$ cat config.mk
export PLATFORM = sky130hd
export DESIGN_NAME = atom_mem_arbiter_flat
export DESIGN_NICKNAME = d
export VERILOG_FILES = /design/src/rtl/atom_mem_arbiter_if.sv /design/src/rtl/atom_mem_arbiter.sv /design/src/flat_wrapper.sv
export SDC_FILE = /design/constraint.sdc
export NUM_CORES = 1
export LEC_CHECK = 0
export CORE_MARGIN = 3
export CORE_UTILIZATION = 40
export DETAILED_ROUTE_END_ITERATION = 6
export GPL_TIMING_DRIVEN = 0
export PLACE_DENSITY = 0.65
export REMOVE_ABC_BUFFERS = 1
export SYNTH_ARGS = -nofsm -noshare
export SYNTH_HDL_FRONTEND = slang
export SYNTH_SLANG_ARGS = --single-unit
export TNS_END_PERCENT = 30
$ cat constraint.sdc
create_clock -name clk_sys_i -period 9.4 [get_ports clk_sys_i]
set_input_delay 1.41 -clock clk_sys_i [delete_from_list [all_inputs] [get_ports clk_sys_i]]
set_output_delay 1.41 -clock clk_sys_i [all_outputs]
set_load 0.01 [all_outputs]
$ cat src/rtl/atom_mem_arbiter_if.sv
`timescale 1ns/1ps
`default_nettype none
// +--------------------------------------------------------------------+
// | atom_mem_arbiter_if : core, ioctl download and RAM port bundle     |
// | Revision 1.0                                                       |
// +--------------------------------------------------------------------+
interface atom_mem_arbiter_if;
  logic        cpu_req;
  logic        cpu_we;
  logic [17:0] cpu_addr;
  logic [7:0]  cpu_wdata;
  logic [7:0]  cpu_rdata;
  logic        cpu_rvalid;
  logic        ioctl_download;
  logic [7:0]  ioctl_index;
  logic        ioctl_wr;
  logic [24:0] ioctl_addr;
  logic [7:0]  ioctl_dout;
  logic        ioctl_wait;
  logic [17:0] mem_addr;
  logic [7:0]  mem_din;
  logic        mem_we;
  logic [7:0]  mem_dout;
  logic        dl_active;
  logic        dl_error;

  modport slave (
    input  cpu_req, cpu_we, cpu_addr, cpu_wdata,
    input  ioctl_download, ioctl_index, ioctl_wr, ioctl_addr, ioctl_dout,
    input  mem_dout,
    output cpu_rdata, cpu_rvalid, ioctl_wait,
    output mem_addr, mem_din, mem_we, dl_active, dl_error
  );

  modport master (
    output cpu_req, cpu_we, cpu_addr, cpu_wdata,
    output ioctl_download, ioctl_index, ioctl_wr, ioctl_addr, ioctl_dout,
    output mem_dout,
    input  cpu_rdata, cpu_rvalid, ioctl_wait,
    input  mem_addr, mem_din, mem_we, dl_active, dl_error
  );
endinterface
`default_nettype wire

$ cat src/rtl/atom_mem_arbiter.sv
`timescale 1ns/1ps
`default_nettype none
// +--------------------------------------------------------------------+
// | atom_mem_arbiter : shares system RAM between core and HPS download |
// | Revision 1.0                                                       |
// +--------------------------------------------------------------------+
module atom_mem_arbiter #(
  parameter logic [17:0] DL_BASE  = 18'h17000,
  parameter int          DL_SIZE  = 4096,
  parameter logic [7:0]  DL_INDEX = 8'd1,
  parameter int          FIFO_AW  = 3
) (
  input  logic                clk_sys_i,
  input  logic                reset_i,
  atom_mem_arbiter_if.slave   bus
);
  localparam int c_ow    = $clog2(DL_SIZE);
  localparam int c_depth = 2 ** FIFO_AW;
  localparam logic [FIFO_AW:0] c_full     = (FIFO_AW + 1)'(c_depth);
  localparam logic [FIFO_AW:0] c_wait_thr = (FIFO_AW + 1)'(c_depth - 2);
  localparam logic [FIFO_AW:0] c_one      = (FIFO_AW + 1)'(1);

  typedef enum logic [1:0] {
    DL_IDLE   = 2'd0,
    DL_ACTIVE = 2'd1,
    DL_DRAIN  = 2'd2
  } dl_state_e;

  dl_state_e          state_q, state_d;
  logic [c_ow-1:0]    fifo_off_q [c_depth];
  logic [7:0]         fifo_dat_q [c_depth];
  logic [FIFO_AW-1:0] rd_ptr_q, wr_ptr_q;
  logic [FIFO_AW:0]   count_q, count_d;
  logic               pipe_q, rvalid_q, wait_q, err_q, err_d;
  logic [7:0]         rdata_q;

  logic w_empty, w_full, w_in_range, w_wr_attempt, w_push, w_drop, w_pop, w_start;

  assign w_empty      = (count_q == '0);
  assign w_full       = (count_q == c_full);
  assign w_in_range   = (bus.ioctl_addr < 25'(DL_SIZE));
  assign w_wr_attempt = bus.ioctl_wr && (state_q == DL_ACTIVE);
  assign w_push       = w_wr_attempt && w_in_range && !w_full;
  assign w_drop       = w_wr_attempt && !(w_in_range && !w_full);
  // The core owns every cycle it requests; the FIFO only fills the gaps.
  assign w_pop        = !bus.cpu_req && !w_empty && (state_q != DL_IDLE);
  assign w_start      = (state_q == DL_IDLE) && bus.ioctl_download &&
                        (bus.ioctl_index == DL_INDEX);

  always_comb begin
    count_d = count_q;
    if (w_push && !w_pop) begin
      count_d = count_q + c_one;
    end else if (!w_push && w_pop) begin
      count_d = count_q - c_one;
    end
  end

  always_comb begin
    state_d = state_q;
    err_d   = err_q;
    case (state_q)
      DL_IDLE:   if (w_start) state_d = DL_ACTIVE;
      DL_ACTIVE: if (!bus.ioctl_download) state_d = DL_DRAIN;
      // Leave as soon as the last queued byte is being written.
      DL_DRAIN:  if (count_d == '0) state_d = DL_IDLE;
      default:   state_d = DL_IDLE;
    endcase
    if (w_start) begin
      err_d = 1'b0;
    end else if (w_drop) begin
      err_d = 1'b1;
    end
  end

  always_comb begin
    bus.mem_addr = bus.cpu_addr;
    bus.mem_din  = bus.cpu_wdata;
    bus.mem_we   = 1'b0;
    if (bus.cpu_req) begin
      bus.mem_we = bus.cpu_we;
    end else if (w_pop) begin
      bus.mem_addr = DL_BASE | 18'(fifo_off_q[rd_ptr_q]);
      bus.mem_din  = fifo_dat_q[rd_ptr_q];
      bus.mem_we   = 1'b1;
    end
  end

  always_ff @(posedge clk_sys_i) begin
    if (w_push) begin
      fifo_off_q[wr_ptr_q] <= bus.ioctl_addr[c_ow-1:0];
      fifo_dat_q[wr_ptr_q] <= bus.ioctl_dout;
    end
  end

  always_ff @(posedge clk_sys_i or posedge reset_i) begin
    if (reset_i) begin
      state_q  <= DL_IDLE;
      rd_ptr_q <= '0;
      wr_ptr_q <= '0;
      count_q  <= '0;
      pipe_q   <= 1'b0;
      rvalid_q <= 1'b0;
      rdata_q  <= 8'h00;
      wait_q   <= 1'b0;
      err_q    <= 1'b0;
    end else begin
      state_q  <= state_d;
      count_q  <= count_d;
      err_q    <= err_d;
      wait_q   <= (count_q >= c_wait_thr);
      pipe_q   <= bus.cpu_req && !bus.cpu_we;
      rvalid_q <= pipe_q;
      if (pipe_q) rdata_q <= bus.mem_dout;
      if (w_push) wr_ptr_q <= wr_ptr_q + 1'b1;
      if (w_pop)  rd_ptr_q <= rd_ptr_q + 1'b1;
    end
  end

  assign bus.cpu_rdata  = rdata_q;
  assign bus.cpu_rvalid = rvalid_q;
  assign bus.ioctl_wait = wait_q;
  assign bus.dl_active  = (state_q != DL_IDLE);
  assign bus.dl_error   = err_q;
endmodule
`default_nettype wire

$ cat src/flat_wrapper.sv
// flat-port wrapper written by rule: the top's interface ports become plain ports
module atom_mem_arbiter_flat 
#(
  parameter logic [17:0] DL_BASE  = 18'h17000,
  parameter int          DL_SIZE  = 4096,
  parameter logic [7:0]  DL_INDEX = 8'd1,
  parameter int          FIFO_AW  = 3
)
  (clk_sys_i, reset_i, bus_cpu_req, bus_cpu_we, bus_cpu_addr, bus_cpu_wdata, bus_ioctl_download, bus_ioctl_index, bus_ioctl_wr, bus_ioctl_addr, bus_ioctl_dout, bus_mem_dout, bus_cpu_rdata, bus_cpu_rvalid, bus_ioctl_wait, bus_mem_addr, bus_mem_din, bus_mem_we, bus_dl_active, bus_dl_error);
  atom_mem_arbiter_if bus_i ();
  input  logic clk_sys_i;
  input  logic reset_i;
  input wire logic [$bits(bus_i.cpu_req)-1:0] bus_cpu_req;
  input wire logic [$bits(bus_i.cpu_we)-1:0] bus_cpu_we;
  input wire logic [$bits(bus_i.cpu_addr)-1:0] bus_cpu_addr;
  input wire logic [$bits(bus_i.cpu_wdata)-1:0] bus_cpu_wdata;
  input wire logic [$bits(bus_i.ioctl_download)-1:0] bus_ioctl_download;
  input wire logic [$bits(bus_i.ioctl_index)-1:0] bus_ioctl_index;
  input wire logic [$bits(bus_i.ioctl_wr)-1:0] bus_ioctl_wr;
  input wire logic [$bits(bus_i.ioctl_addr)-1:0] bus_ioctl_addr;
  input wire logic [$bits(bus_i.ioctl_dout)-1:0] bus_ioctl_dout;
  input wire logic [$bits(bus_i.mem_dout)-1:0] bus_mem_dout;
  output wire logic [$bits(bus_i.cpu_rdata)-1:0] bus_cpu_rdata;
  output wire logic [$bits(bus_i.cpu_rvalid)-1:0] bus_cpu_rvalid;
  output wire logic [$bits(bus_i.ioctl_wait)-1:0] bus_ioctl_wait;
  output wire logic [$bits(bus_i.mem_addr)-1:0] bus_mem_addr;
  output wire logic [$bits(bus_i.mem_din)-1:0] bus_mem_din;
  output wire logic [$bits(bus_i.mem_we)-1:0] bus_mem_we;
  output wire logic [$bits(bus_i.dl_active)-1:0] bus_dl_active;
  output wire logic [$bits(bus_i.dl_error)-1:0] bus_dl_error;
  assign bus_i.cpu_req = bus_cpu_req;
  assign bus_i.cpu_we = bus_cpu_we;
  assign bus_i.cpu_addr = bus_cpu_addr;
  assign bus_i.cpu_wdata = bus_cpu_wdata;
  assign bus_i.ioctl_download = bus_ioctl_download;
  assign bus_i.ioctl_index = bus_ioctl_index;
  assign bus_i.ioctl_wr = bus_ioctl_wr;
  assign bus_i.ioctl_addr = bus_ioctl_addr;
  assign bus_i.ioctl_dout = bus_ioctl_dout;
  assign bus_i.mem_dout = bus_mem_dout;
  assign bus_cpu_rdata = bus_i.cpu_rdata;
  assign bus_cpu_rvalid = bus_i.cpu_rvalid;
  assign bus_ioctl_wait = bus_i.ioctl_wait;
  assign bus_mem_addr = bus_i.mem_addr;
  assign bus_mem_din = bus_i.mem_din;
  assign bus_mem_we = bus_i.mem_we;
  assign bus_dl_active = bus_i.dl_active;
  assign bus_dl_error = bus_i.dl_error;
  atom_mem_arbiter #(.DL_BASE(DL_BASE), .DL_SIZE(DL_SIZE), .DL_INDEX(DL_INDEX), .FIFO_AW(FIFO_AW)) u_core (.clk_sys_i(clk_sys_i), .reset_i(reset_i), .bus(bus_i));
endmodule
==> flow_metrics.env <==
export IMPL_endpoint_kind="output port"
export IMPL_critPathKind="in -> out"
export IMPL_min_from="u_core.bus.dl_error"
export IMPL_critPathTopFamily="buffers and inverters"
export IMPL_syn_to_final_growth_pct=29.2
export IMPL_synth_top_area_cell="edfxtp_1"
export IMPL_top_usage_layer="met2"
export IMPL_max_clock_freq_mhz=199
export IMPL_hold_class="reg -> reg"
export IMPL_num_rows=49
export IMPL_syn_inst=412
export IMPL_async_flop_share_pct=13.0
export IMPL_clock_sinks=184
export IMPL_rrSetupSlack_ns=6.28
export IMPL_setup_worst_path_start_class="input port"
export IMPL_grt_met1_usage_pct=19.0
export IMPL_use_met2_pct=27.1
export IMPL_drc_errors=0
export IMPL_path_clk_slew_ns=0.07
export IMPL_synth_edf_count=160
export IMPL_cts_buffer_depth=2
export IMPL_start_util_pct=41.3
export IMPL_hold_viol_final=0
export IMPL_nets=634
export IMPL_max_stage_delay_ns=0.56
export IMPL_finalSetupViolCount=0
export IMPL_dp_hpwl_mm=10.5
export IMPL_yosys_warnings=0
export IMPL_dieWidth_microns=143
export IMPL_slew_headroom_pct=38.1
export IMPL_power_density_nw_per_um2=210
export IMPL_root_buffer="clkbuf_16"
export IMPL_cp_common_cell="clkdlybuf4s50_1"
export IMPL_holdBufCountCts=0
export IMPL_r2r_end="u_core.fifo_dat_q[6][3]"
export IMPL_cts_setup_buffers=0
export IMPL_core_area_sq_um=18200
export IMPL_vias=4107
export IMPL_port_buffers=119
export IMPL_routed_wl_mm=15.2
export IMPL_hold_slack_ns=0.504
export IMPL_critPathBufInv=3
export IMPL_min_to="u_core.bus.dl_error"
export IMPL_num_io_pins=120
export IMPL_path_max_fanout=31
export IMPL_worstRegToRegCells=9
export IMPL_ys_flop_type="edfxtp_1"
export IMPL_synthTopCellsByArea="edfxtp_1, mux4_2, dfrtp_1, mux2i_1, nand2_1"
export IMPL_drtAntennaViolNets=0
export IMPL_skew_ns=0.00827
export IMPL_outcome="completed"
export IMPL_firstDrtPassIters=4
export IMPL_worst_slew_pin_slew_ns=0.928
export IMPL_drive_gt1_share_pct=21.6
export IMPL_grt_util_all_layers_pct=15.5
export IMPL_cts_max_level=4
export IMPL_fin_crit_sh_pct=53.5
export IMPL_vdd_ir_drop_max_v=0.000143
export IMPL_gp_congestion=0.765
export IMPL_r2r_start="u_core.count_q[0]"
export IMPL_dieArea_sq_um=20500
export IMPL_slew_violations=0
export IMPL_synth_top_area_share_pct=63.9
export IMPL_die_y_microns=143
export IMPL_syn_cell_area_sq_um=7520
export IMPL_grt_pass1_vias=4373
export IMPL_via_per_inst=5.20
export IMPL_tns_ns=0
export IMPL_worst_slack_ns=4.37
export IMPL_synth_seq_area_share_pct=71.8
export IMPL_grt_pass1_wl_mm=23.7
export IMPL_clock_latency_ns=0.43
export IMPL_use_met3_pct=4.25
export IMPL_post_drt_wl_per_cell_microns=19.2
export IMPL_grt_max_degree=43
export IMPL_ys_seq_elements=184
export IMPL_drt_iter0_drc=276
export IMPL_rsz0062_at_grt="no"
export IMPL_layout_min_cycle_time_ns=5.03
export IMPL_cts_buffers=17
export IMPL_critPathSlowestCell="clkdlybuf4s50_1"
export IMPL_crit_chain="clkdlybuf4s50_1, o21ba_2, nand2b_2, buf_16, o21ai_0, clkdlybuf4s50_1"
export IMPL_maxCapViolations=0
export IMPL_cts_tree="built"
export IMPL_critPathRequiredTime_ns=7.99
export IMPL_synth_area_per_cell_sq_um=18.3
export IMPL_synth_distinct_cells=44
export IMPL_antenna_found_initial=0
export IMPL_worstPathArrival_ns=3.62
export IMPL_grt_overflow=0
export IMPL_min_path_cells=1
export IMPL_antennaDiodeCount=0
export IMPL_p_leak_nw=3.26
export IMPL_post_cts_resized=0
export IMPL_place_worst_setup_slack_ns=4.34
==> flip-flops by register name, summed over array words and instances (netlist names) <==
signal,flops
u_core.pipe_q,1
u_core.bus.dl_error,1
u_core.count_q,4
u_core.rd_ptr_q,3
u_core.state_q,2
u_core.bus.cpu_rvalid,1
u_core.fifo_dat_q,64
u_core.bus.ioctl_wait,1
u_core.bus.cpu_rdata,8
u_core.fifo_off_q,96
u_core.wr_ptr_q,3
==> how the worst max path moves through the flow <==
stage                             from                  endpoint  slack [ns]  depth (start not counted)
finish                     bus_cpu_req           bus_mem_addr[1]        4.37                          6
global route               bus_cpu_req           bus_mem_addr[1]        4.19                          6
CTS                        bus_cpu_req           bus_mem_addr[8]        4.34                          6
detailed placement         bus_cpu_req           bus_mem_addr[8]        4.34                          6
global placement    bus_ioctl_addr[20]  u_core.fifo_off_q[4][10]        1.89                          4
floorplan           bus_ioctl_addr[20]   u_core.fifo_dat_q[4][0]        4.71                          3
==> cell families after synthesis <==
| logic type | Yosys count | synth area share [%] |
|---|---|---|
| flip-flops | 184 | 71.8 |
| AND/OR/NAND/NOR | 86 | 6.34 |
| multiplexers | 69 | 16.0 |
| AO/OA/AOI/OAI | 34 | 2.64 |
| buffers and inverters | 26 | 1.40 |
| adder cells (fa/ha/maj) | 7 | 1.10 |
| XOR/XNOR | 6 | 0.698 |
==> area by class of cell <==
cell class                      instances  area [sq um]
Fill cell                            1420          8490
Tap cell                              229           287
Clock inverter                         12           100
Clock buffer                           20           437
Sequential cell                       184          5410
Timing Repair Buffer                  139          1420
Multi-Input combinational cell        202          2060
Inverter                                4          15.0
==> routing by layer <==
metal / wire (microns) / vias up / part of all wire, %
li1: - / 1912 / -
met1: 6160 / 2049 / 41
met2: 7950 / 126 / 52
met3: 852 / 20 / 5.6
met4: 194 / 0 / 1.3
met5: 0 / - / 0
==> power by group <==
part | total (mW) | internal, mW | switching [mW]
clock network | 0.652 | 0.363 | 0.289
logic | 0.390 | 0.261 | 0.129
registers | 1.00 | 0.909 | 0.0948
==> metrics by stage <==
step	instance area, sq um	power [mW]	utilization (%)	instances
final	9720	2.05	53.4	790
after global routing	9720	2.15	53.4	790
after CTS	9720	2.07	53.4	790
after detailed placement	9180	1.42	50.4	758
after global placement	8910	1.43	48.9	738
after floorplan	7430	1.27	-	390
==> synthesized netlist by cell type, types with 2 or more instances <==
master,number
and2_1,2
clkbuf_1,11
buf_1,5
nand2_1,34
nor3b_1,3
xnor2_1,5
mux2_2,9
buf_2,6
edfxtp_1,160
nand3_1,3
nand2b_1,6
a31oi_1,2
mux2i_1,20
a211oi_2,2
nor4b_1,2
a21oi_1,3
or2b_2,2
nor4_1,5
mux4_2,40
ha_1,5
nand4_1,2
nand3b_1,3
dfrtp_1,24
inv_1,4
nor2b_1,2
nor2_1,4
nor3_1,7
maj3_1,2
nor2_2,2
o21ai_0,23
==> placed cells by master (no fill, tap or decap), types with 7 or more instances in the layout <==
cell,Yosys,final
clkbuf_16,0,17
edfxtp_1,160,160
buf_6,0,7
mux2_2,9,9
clkdlybuf4s50_1,0,119
mux2i_1,20,20
dfrtp_1,24,21
mux4_2,40,40
nand2_1,34,34
buf_4,0,9
o21ai_0,23,23
Power figures use the tool's default switching activity.
